[src/rtl/memory_router_pkg.sv]
// Shared definitions for the memory router and its region decoder.
// FSM encodings, wait-field width and fault data default.
package memory_router_pkg;

    typedef enum logic [1:0] {
        IDLE   = 2'd0,
        ACCESS = 2'd1,
        RESP   = 2'd2
    } state_t;

    localparam int WAIT_W = 4;
    localparam int IDX_W = 3;
    localparam logic [31:0] FAULT_DATA_DEF = 32'hDEAD_BEEF;

endpackage

[src/rtl/region_decoder.sv]
// Combinational base/mask region decode with lowest-index priority.
// Produces hit flag, winning region index and in-region offset.
module region_decoder
    import memory_router_pkg::*;
#(
    parameter int NUM_REGIONS = 4,
    parameter int ADDR_W = 32,
    parameter logic [NUM_REGIONS*ADDR_W-1:0] REGION_BASE = '0,
    parameter logic [NUM_REGIONS*ADDR_W-1:0] REGION_MASK = '0
) (
    input  logic [ADDR_W-1:0] addr,
    output logic              hit,
    output logic [IDX_W-1:0]  idx,
    output logic [ADDR_W-1:0] offset
);

    // Scan from the top down so the lowest matching index wins.
    always_comb begin
        hit = 1'b0;
        idx = '0;
        offset = '0;
        for (int i = NUM_REGIONS - 1; i >= 0; i--) begin
            if ((addr & REGION_MASK[i*ADDR_W +: ADDR_W])
                == REGION_BASE[i*ADDR_W +: ADDR_W]) begin
                hit = 1'b1;
                idx = IDX_W'(i);
                offset = addr & ~REGION_MASK[i*ADDR_W +: ADDR_W];
            end
        end
    end

endmodule

[src/rtl/memory_router.sv]
// Routes one CPU request port to NUM_REGIONS targets with wait states,
// single-cycle responses and a fault log for unmapped/misaligned accesses.
module memory_router
    import memory_router_pkg::*;
#(
    parameter int NUM_REGIONS = 4,
    parameter int ADDR_W = 32,
    parameter int DATA_W = 32,
    parameter logic [NUM_REGIONS*ADDR_W-1:0] REGION_BASE =
        {32'h3000_0000, 32'h2000_0000, 32'h1000_0000, 32'h0000_0000},
    parameter logic [NUM_REGIONS*ADDR_W-1:0] REGION_MASK =
        {4{32'hF000_0000}},
    parameter logic [NUM_REGIONS*WAIT_W-1:0] REGION_WAIT = '0,
    parameter logic [DATA_W-1:0] FAULT_DATA = DATA_W'(FAULT_DATA_DEF)
) (
    input  logic                          clk,
    input  logic                          reset_n,
    input  logic                          req_valid,
    output logic                          req_ready,
    input  logic [ADDR_W-1:0]             req_addr,
    input  logic                          req_write,
    input  logic [DATA_W-1:0]             req_wdata,
    output logic                          resp_valid,
    output logic [DATA_W-1:0]             resp_rdata,
    output logic                          resp_fault,
    output logic [NUM_REGIONS-1:0]        tgt_sel,
    output logic [ADDR_W-1:0]             tgt_addr,
    output logic [NUM_REGIONS-1:0]        tgt_write_en,
    output logic [DATA_W-1:0]             tgt_wdata,
    input  logic [NUM_REGIONS*DATA_W-1:0] tgt_rdata,
    input  logic                          fault_clear,
    output logic [ADDR_W-1:0]             fault_addr,
    output logic [7:0]                    fault_count
);

    logic              dec_hit;
    logic [IDX_W-1:0]  dec_idx;
    logic [ADDR_W-1:0] dec_off;
    logic              aligned;
    logic              accept;

    state_t            state;
    logic [IDX_W-1:0]  idx;
    logic [WAIT_W-1:0] cnt;
    logic              wr;

    region_decoder #(
        .NUM_REGIONS (NUM_REGIONS),
        .ADDR_W      (ADDR_W),
        .REGION_BASE (REGION_BASE),
        .REGION_MASK (REGION_MASK)
    ) u_dec (
        .addr   (req_addr),
        .hit    (dec_hit),
        .idx    (dec_idx),
        .offset (dec_off)
    );

    assign aligned = (req_addr[1:0] == 2'b00);
    assign accept = req_valid & req_ready;

    always_ff @(posedge clk) begin
        if (!reset_n) begin
            state <= IDLE;
            req_ready <= 1'b1;
            resp_valid <= 1'b0;
            resp_fault <= 1'b0;
            resp_rdata <= '0;
            tgt_sel <= '0;
            tgt_write_en <= '0;
            tgt_addr <= '0;
            tgt_wdata <= '0;
            fault_addr <= '0;
            fault_count <= '0;
            idx <= '0;
            cnt <= '0;
            wr <= 1'b0;
        end else begin
            tgt_write_en <= '0;
            resp_valid <= 1'b0;
            if (fault_clear) begin
                fault_count <= '0;
                fault_addr <= '0;
            end
            unique case (state)
                IDLE: begin
                    if (accept) begin
                        req_ready <= 1'b0;
                        wr <= req_write;
                        tgt_wdata <= req_wdata;
                        if (dec_hit && aligned) begin
                            state <= ACCESS;
                            idx <= dec_idx;
                            tgt_sel <= NUM_REGIONS'(1) << dec_idx;
                            tgt_addr <= dec_off;
                            cnt <= REGION_WAIT[32'(dec_idx)*WAIT_W +: WAIT_W];
                            if (req_write) begin
                                tgt_write_en <= NUM_REGIONS'(1) << dec_idx;
                            end
                        end else begin
                            state <= RESP;
                            resp_valid <= 1'b1;
                            resp_fault <= 1'b1;
                            resp_rdata <= FAULT_DATA;
                            // A fault in the clearing cycle starts a fresh log.
                            if (fault_clear || fault_count == 8'd0) begin
                                fault_count <= 8'd1;
                                fault_addr <= req_addr;
                            end else if (fault_count != 8'hFF) begin
                                fault_count <= fault_count + 8'd1;
                            end
                        end
                    end
                end
                ACCESS: begin
                    if (cnt == '0) begin
                        state <= RESP;
                        resp_valid <= 1'b1;
                        resp_fault <= 1'b0;
                        tgt_sel <= '0;
                        resp_rdata <= wr ? '0
                            : tgt_rdata[32'(idx)*DATA_W +: DATA_W];
                    end else begin
                        cnt <= cnt - 1'b1;
                    end
                end
                RESP: begin
                    state <= IDLE;
                    req_ready <= 1'b1;
                    resp_fault <= 1'b0;
                end
                default: state <= IDLE;
            endcase
        end
    end

endmodule

[config.mk]
export PLATFORM = sky130hd
export DESIGN_NAME = memory_router
export DESIGN_NICKNAME = d
export VERILOG_FILES = /design/src/rtl/memory_router_pkg.sv /design/src/rtl/region_decoder.sv /design/src/rtl/memory_router.sv
export SDC_FILE = /design/constraint.sdc
export NUM_CORES = 1
export LEC_CHECK = 0
export CAP_MARGIN = 20
export CORE_AREA = 2 2 133 135
export CTS_CLUSTER_DIAMETER = 40
export DETAILED_ROUTE_END_ITERATION = 12
export DIE_AREA = 0 0 135 137
export DONT_BUFFER_PORTS = 1
export HOLD_SLACK_MARGIN = 0.06
export PLACE_DENSITY = 0.61
export SETUP_SLACK_MARGIN = 0.15
export SYNTH_ARGS = -nofsm -noshare
export SYNTH_HDL_FRONTEND = slang
export SYNTH_SLANG_ARGS = --single-unit
[constraint.sdc]
create_clock -name clk -period 3.58 [get_ports clk]
set_input_delay 0.537 -clock clk [delete_from_list [all_inputs] [get_ports clk]]
set_output_delay 0.537 -clock clk [all_outputs]
set_load 0.02 [all_outputs]
==> results of run 1 <==
metal layers:
| metal | share of wire, % | up-vias | track usage, % |
|---|---|---|---|
| li1 | - | 2351 | - |
| met1 | 37 | 2494 | 21.8 |
| met2 | 51 | 286 | 35.6 |
| met3 | 11 | 23 | 9.19 |
| met4 | 1.3 | 0 | 7.64 |
| met5 | 0 | - | 0 |
worst max-delay path, cell delays in order, from the launching register on:
cell	delay, ns
dfxtp_1	0.31
inv_1	0.10
ha_1	0.14
or3b_1	0.43
nor2_2	0.28
nand2_1	0.61
o221a_2	0.48
state kept, by name, summed over array words and instances, names as in the netlist:
| register | cells |
|---|---|
| fault_count | 8 |
| resp_valid | 1 |
| tgt_wdata | 32 |
| fault_addr | 32 |
| req_ready | 1 |
| wr | 1 |
| state | 2 |
| tgt_write_en | 4 |
| idx | 2 |
| resp_fault | 1 |
| tgt_addr | 28 |
| tgt_sel | 4 |
| cnt | 4 |
| resp_rdata | 32 |
metrics by stage:
stage / worst slack (ns) / power [W] / util, % / area (um2) / cells
finish: 1.10 / 0.00428 / 42.7 / 7290 / 879
global route: 0.921 / 0.00446 / 42.7 / 7290 / 879
CTS: 0.993 / 0.00433 / 42.6 / 7270 / 877
detailed placement: 1.02 / 0.00246 / 39.0 / 6650 / 845
global placement: 1.16 / 0.00244 / 39.0 / 6650 / 845
floorplan: 1.65 / 0.00238 / - / 6610 / 668
Yosys cell counts, drive strengths merged, types with 2 or more instances:
library cell / count
nand2: 152
nor2b: 27
and2: 2
o221a: 24
a22o: 33
mux4: 32
nor3: 6
nand4: 3
o211ai: 2
o21a: 2
a31oi: 3
inv: 13
o22ai: 2
a21oi: 74
or4: 5
nor2: 11
a311oi: 3
clkbuf: 29
and3: 3
buf: 25
nand3: 11
a211oi: 5
o21ai: 11
ha: 8
nor4: 3
mux2i: 9
dfxtp: 152
or3: 5
power by group:
group | total, W | switching, W | internal [W] | leakage [nW]
Combinational | 0.000392 | 0.000217 | 0.000175 | 0.964
Clock | 0.00185 | 0.000772 | 0.00108 | 0.301
Sequential | 0.00203 | 0.000233 | 0.00180 | 1.24
Total | 0.00428 | 0.00122 | 0.00305 | 2.51
worst min-delay path by stage:
| stage | endpoint | slack [ns] | from | depth (start not counted) |
|---|---|---|---|---|
| floorplan | cnt[1] | 0.45 | cnt[1] | 2 |
| global placement | cnt[1] | 0.46 | cnt[1] | 2 |
| detailed placement | cnt[1] | 0.47 | cnt[1] | 2 |
| CTS | req_ready | 0.16 | reset_n | 1 |
| global route | req_ready | 0.16 | reset_n | 1 |
| finish | req_ready | 0.19 | reset_n | 1 |
cell families after synthesis:
logic type / count (synthesis) / synth area share [%]
flip-flops: 152 / 46.1
AND/OR/NAND/NOR: 231 / 16.6
multiplexers: 41 / 12.3
other: 1 / 0.0568
AO/OA/AOI/OAI: 165 / 18.1
buffers and inverters: 67 / 5.31
adder cells (fa/ha/maj): 8 / 1.52
cell type report:
type / count / area share [%]
repair buffers: 7 / 0.824
clock buffers: 18 / 6.03
multi-input cells: 449 / 44.3
well taps: 225 / 3.86
flip-flops and latches: 152 / 41.8
diodes: 1 / 0.0343
inverters: 13 / 0.670
clock inverters: 14 / 2.52
==> impl_metrics.ini, run 1 <==
[floorplan]
core_area_um2 = 17100
die_h_um = 137
die_x_um = 135
start_util_pct = 38.7
num_rows = 48
die-area_um2 = 18500
io_pins = 344

[timing]
fmax_mhz = 403
fin_tns_setup_ns = 0
post-route-period-util_pct = 69.3
hold_viol = 0
slew_viol_final = 0
min_period_ns = 2.48
max-slew-margin-rel_pct = 31.9
setup_viol = 0
hold_slack_ns = 0.195
tightest_slew_ns = 1.02
rsz0062_at_grt = no
finalClockSkew_ns = 0.00856

[detailed_routing]
ant_nets = 0
num_vias = 5154
wl_per_cell_um = 22.5
vias_per_cell = 5.86
drt_drc_violations_left = 0
drt-pass1-iter-count = 4
drt_wl_total_um = 19800
first_iter_violations = 295

[synth]
syn_area_um2 = 6600
ys.flop_type = dfxtp_1
syn_inst = 665
async_flop_share_pct = 0
synth_top_area_cell = dfxtp_1
ys_seq_area_share_pct = 46.1
avgSynthCellArea_um2 = 9.93
ys_warn_count = 0
postSynthRegisterBits = 152
synth.distinct_cells = 53
synth_top_area_share_pct = 46.1
ys_top_cells_by_area = dfxtp_1, mux4_2, nand2_1
synth_edf_count = 0

[place]
place.gp.congestion = 0.808
place_hpwl_um = 14500
io_buffers = 0

[job]
maxCapViolations = 0

[setup_path]
regToRegSetupSlack_ns = 1.10
arrival_ns = 2.78
critical_path.max_fanout = 24
rr_worst_depth = 6
worstReg2RegEnd = resp_rdata[3]
crit_required_ns = 3.88
r2r-start = cnt[0]
critical_path_class = reg2reg
worstSetupEndpoint = resp_rdata[3]
worstSetupStartpointType = register
crit_path_end_kind = register
startpoint = cnt[0]

[grt]
gr-usage-all-layers_pct = 20.4
grt_pass1_vias = 5056
antenna_found_initial = 1
grt_max_degree = 47
gr-total-overflow = 0
grt_pass1_wl_um = 28700

[layout]
fill_cells = 1609
drive_gt1_share_pct = 17.6
final_cell_mix = dfxtp_1, nand2_1, a21oi_1
seqCellArea_um2 = 3040
syn2layout_area_growth_pct = 10.4
multi_input_area_um2 = 3230
final_common_cell = dfxtp_1
num-nets-final = 845

[power_and_ir_drop]
p_per_area_nw_per_um2 = 587
p_leak_nw = 2.51
vdd_drop_max_uv = 327

[clock_network]
cts_setup_buffers = 0
cts_buffers = 17
hold_buffers = 0
clk_path_buf_depth = 2
cts_max_level = 4
insertion_delay_ns = 0.42
clk_pin_slew_ns = 0.06
cts-root-buf = clkbuf_16
cts.sinks = 152
cts_tree = done
cts-resized-gates = 0

[min_path]
min_path_type = in2reg

[status]
run_status = completed
Power figures use the tool's default switching activity.
==> run 2: changes to the inputs <==
==> constraint.sdc (replaced) <==
create_clock -name clk -period 2.4 [get_ports clk]
set_input_delay 0.36 -clock clk [delete_from_list [all_inputs] [get_ports clk]]
set_output_delay 0.36 -clock clk [all_outputs]
set_load 0.02 [all_outputs]
==> impl_metrics.ini, run 2 (synthesis results as in run 1) <==
[layout]
largestRegisters = fault_addr: 32 flops, resp_rdata: 32 flops, tgt_wdata: 32 flops
seqCellArea_um2 = 3040
syn2layout_area_growth_pct = 15.2
multi_input_area_um2 = 3230
num-nets-final = 884
final_common_cell = dfxtp_1
drive_gt1_share_pct = 19.2
final_cell_mix = dfxtp_1, nand2_1, a21oi_1
fill_cells = 1610
stdcell_area_um2 = 7610

[detailed_routing]
vias_per_cell = 5.76
wl_per_cell_um = 21.7
first_iter_violations = 312
ant_nets = 0
drt_drc_violations_left = 0
drt_wl_total_um = 19800
drt-pass1-iter-count = 5
num_vias = 5266

[power_and_ir_drop]
p_per_area_nw_per_um2 = 826
vdd_drop_max_uv = 499
p_leak_nw = 2.66

[setup_path]
regToRegSetupSlack_ns = 0.32
crit_required_ns = 2.72
crit_path_end_kind = register
rr_worst_depth = 6
critical_path_class = reg2reg
worstSetupStartpointType = register
startpoint = state[1]
r2r-start = state[1]
arrival_ns = 2.40
critical_path.max_fanout = 12
worstReg2RegEnd = cnt[3]

[clock_network]
clk_pin_slew_ns = 0.06
cts_max_level = 4
cts-root-buf = clkbuf_16
cts_buffers = 17
cts_tree = done
cts-resized-gates = 0
cts.sinks = 152
insertion_delay_ns = 0.41
clk_path_buf_depth = 2

[job]
maxCapViolations = 0

[status]
run_status = completed

[grt]
antenna_found_initial = 1
grt_pass1_vias = 5213
grt_pass1_wl_um = 28800
gr-total-overflow = 0
gr-usage-all-layers_pct = 20.4
grt_max_degree = 75

[place]
io_buffers = 0
place_area_um2 = 6830
place_hpwl_um = 14700
place.gp.congestion = 0.832

[min_path]
timing.hold.worst.start = req_addr[29]
whs_path_depth = 1
hold-path-endpoint = fault_addr[29]
min_path_type = in2reg

[floorplan]
io_pins = 344
die_h_um = 137
num_rows = 48
die_x_um = 135
die-area_um2 = 18500
start_util_pct = 38.7
core_area_um2 = 17100

[timing]
setup_viol = 0
min_period_ns = 2.08
post-route-period-util_pct = 86.8
slew_viol_final = 0
max-slew-margin-rel_pct = 47.0
fin_tns_setup_ns = 0
finalClockSkew_ns = 0.00959
tightest_slew_ns = 0.794
rsz0062_at_grt = no
fmax_mhz = 480
hold_viol = 0
run 2: changes by cell type in the layout (fill, tap and decap cells not counted):
cell	delta
buf_12	+3
buf_4	+17
clkinv_2	+2
clkinv_4	-2
clkinv_8	-2
clkinvlp_4	+3
dlygate4sd3_1	+19
inv_6	-2
inv_8	-2
run 2: where the power goes:
group	total, W	leakage [nW]	switching [W]	internal [W]
logic	0.000688	1.16	0.000371	0.000317
registers	0.00300	1.24	0.000307	0.00269
clock network	0.00260	0.266	0.00105	0.00154
total	0.00628	2.66	0.00173	0.00455
run 2: stage by stage:
step / hold WS, ns / setup slack (ns) / total power [W] / instances / utilization, %
final: 0.0793 / 0.318 / 0.00628 / 915 / 44.6
after global routing: 0.0609 / 0.206 / 0.00654 / 915 / 44.6
after CTS: 0.0600 / 0.187 / 0.00633 / 905 / 44.0
after detailed placement: 0.433 / 0.203 / 0.00371 / 865 / 40.1
after global placement: 0.428 / 0.292 / 0.00368 / 865 / 40.1
after floorplan: 0.438 / 0.537 / 0.00354 / 668 / -
run 2: how the worst max path moves through the flow:
stage / end / slack (ns)
after global routing: cnt[3] / 0.21
after global placement: fault_addr[31] / 0.29
after detailed placement: fault_addr[31] / 0.20
after floorplan: fault_addr[31] / 0.54
after CTS: fault_addr[0] / 0.19
final: cnt[3] / 0.32
run 2: metal layers:
metal	up-vias	routed length, um	GRT usage (%)
met3	26	1960	7.96
met5	-	0	0
met4	0	515	7.64
met2	283	10000	36.2
met1	2535	7320	21.9
li1	2422	-	-
run 2: what timing repair did:
action                    4_1_cts  5_1_grt
hold endpoints to repair       13        8
buffers inserted                0        0
hold buffers                   11        8
run 2: final cells by class:
type	count	share of cell area (%)
inverters	13	0.642
clock buffers	18	5.77
well taps	225	3.70
diodes	1	0.0329
flip-flops and latches	152	40.0
repair buffers	46	5.76
clock inverters	11	1.66
multi-input cells	449	42.4
run 2: critical path, stage by stage (launching register included):
cell      delay [ns]
dfxtp_1         0.33
inv_1           0.10
ha_1            0.35
nor2b_1         0.33
a21oi_2         0.14
or4_1           0.53
a211oi_1        0.22
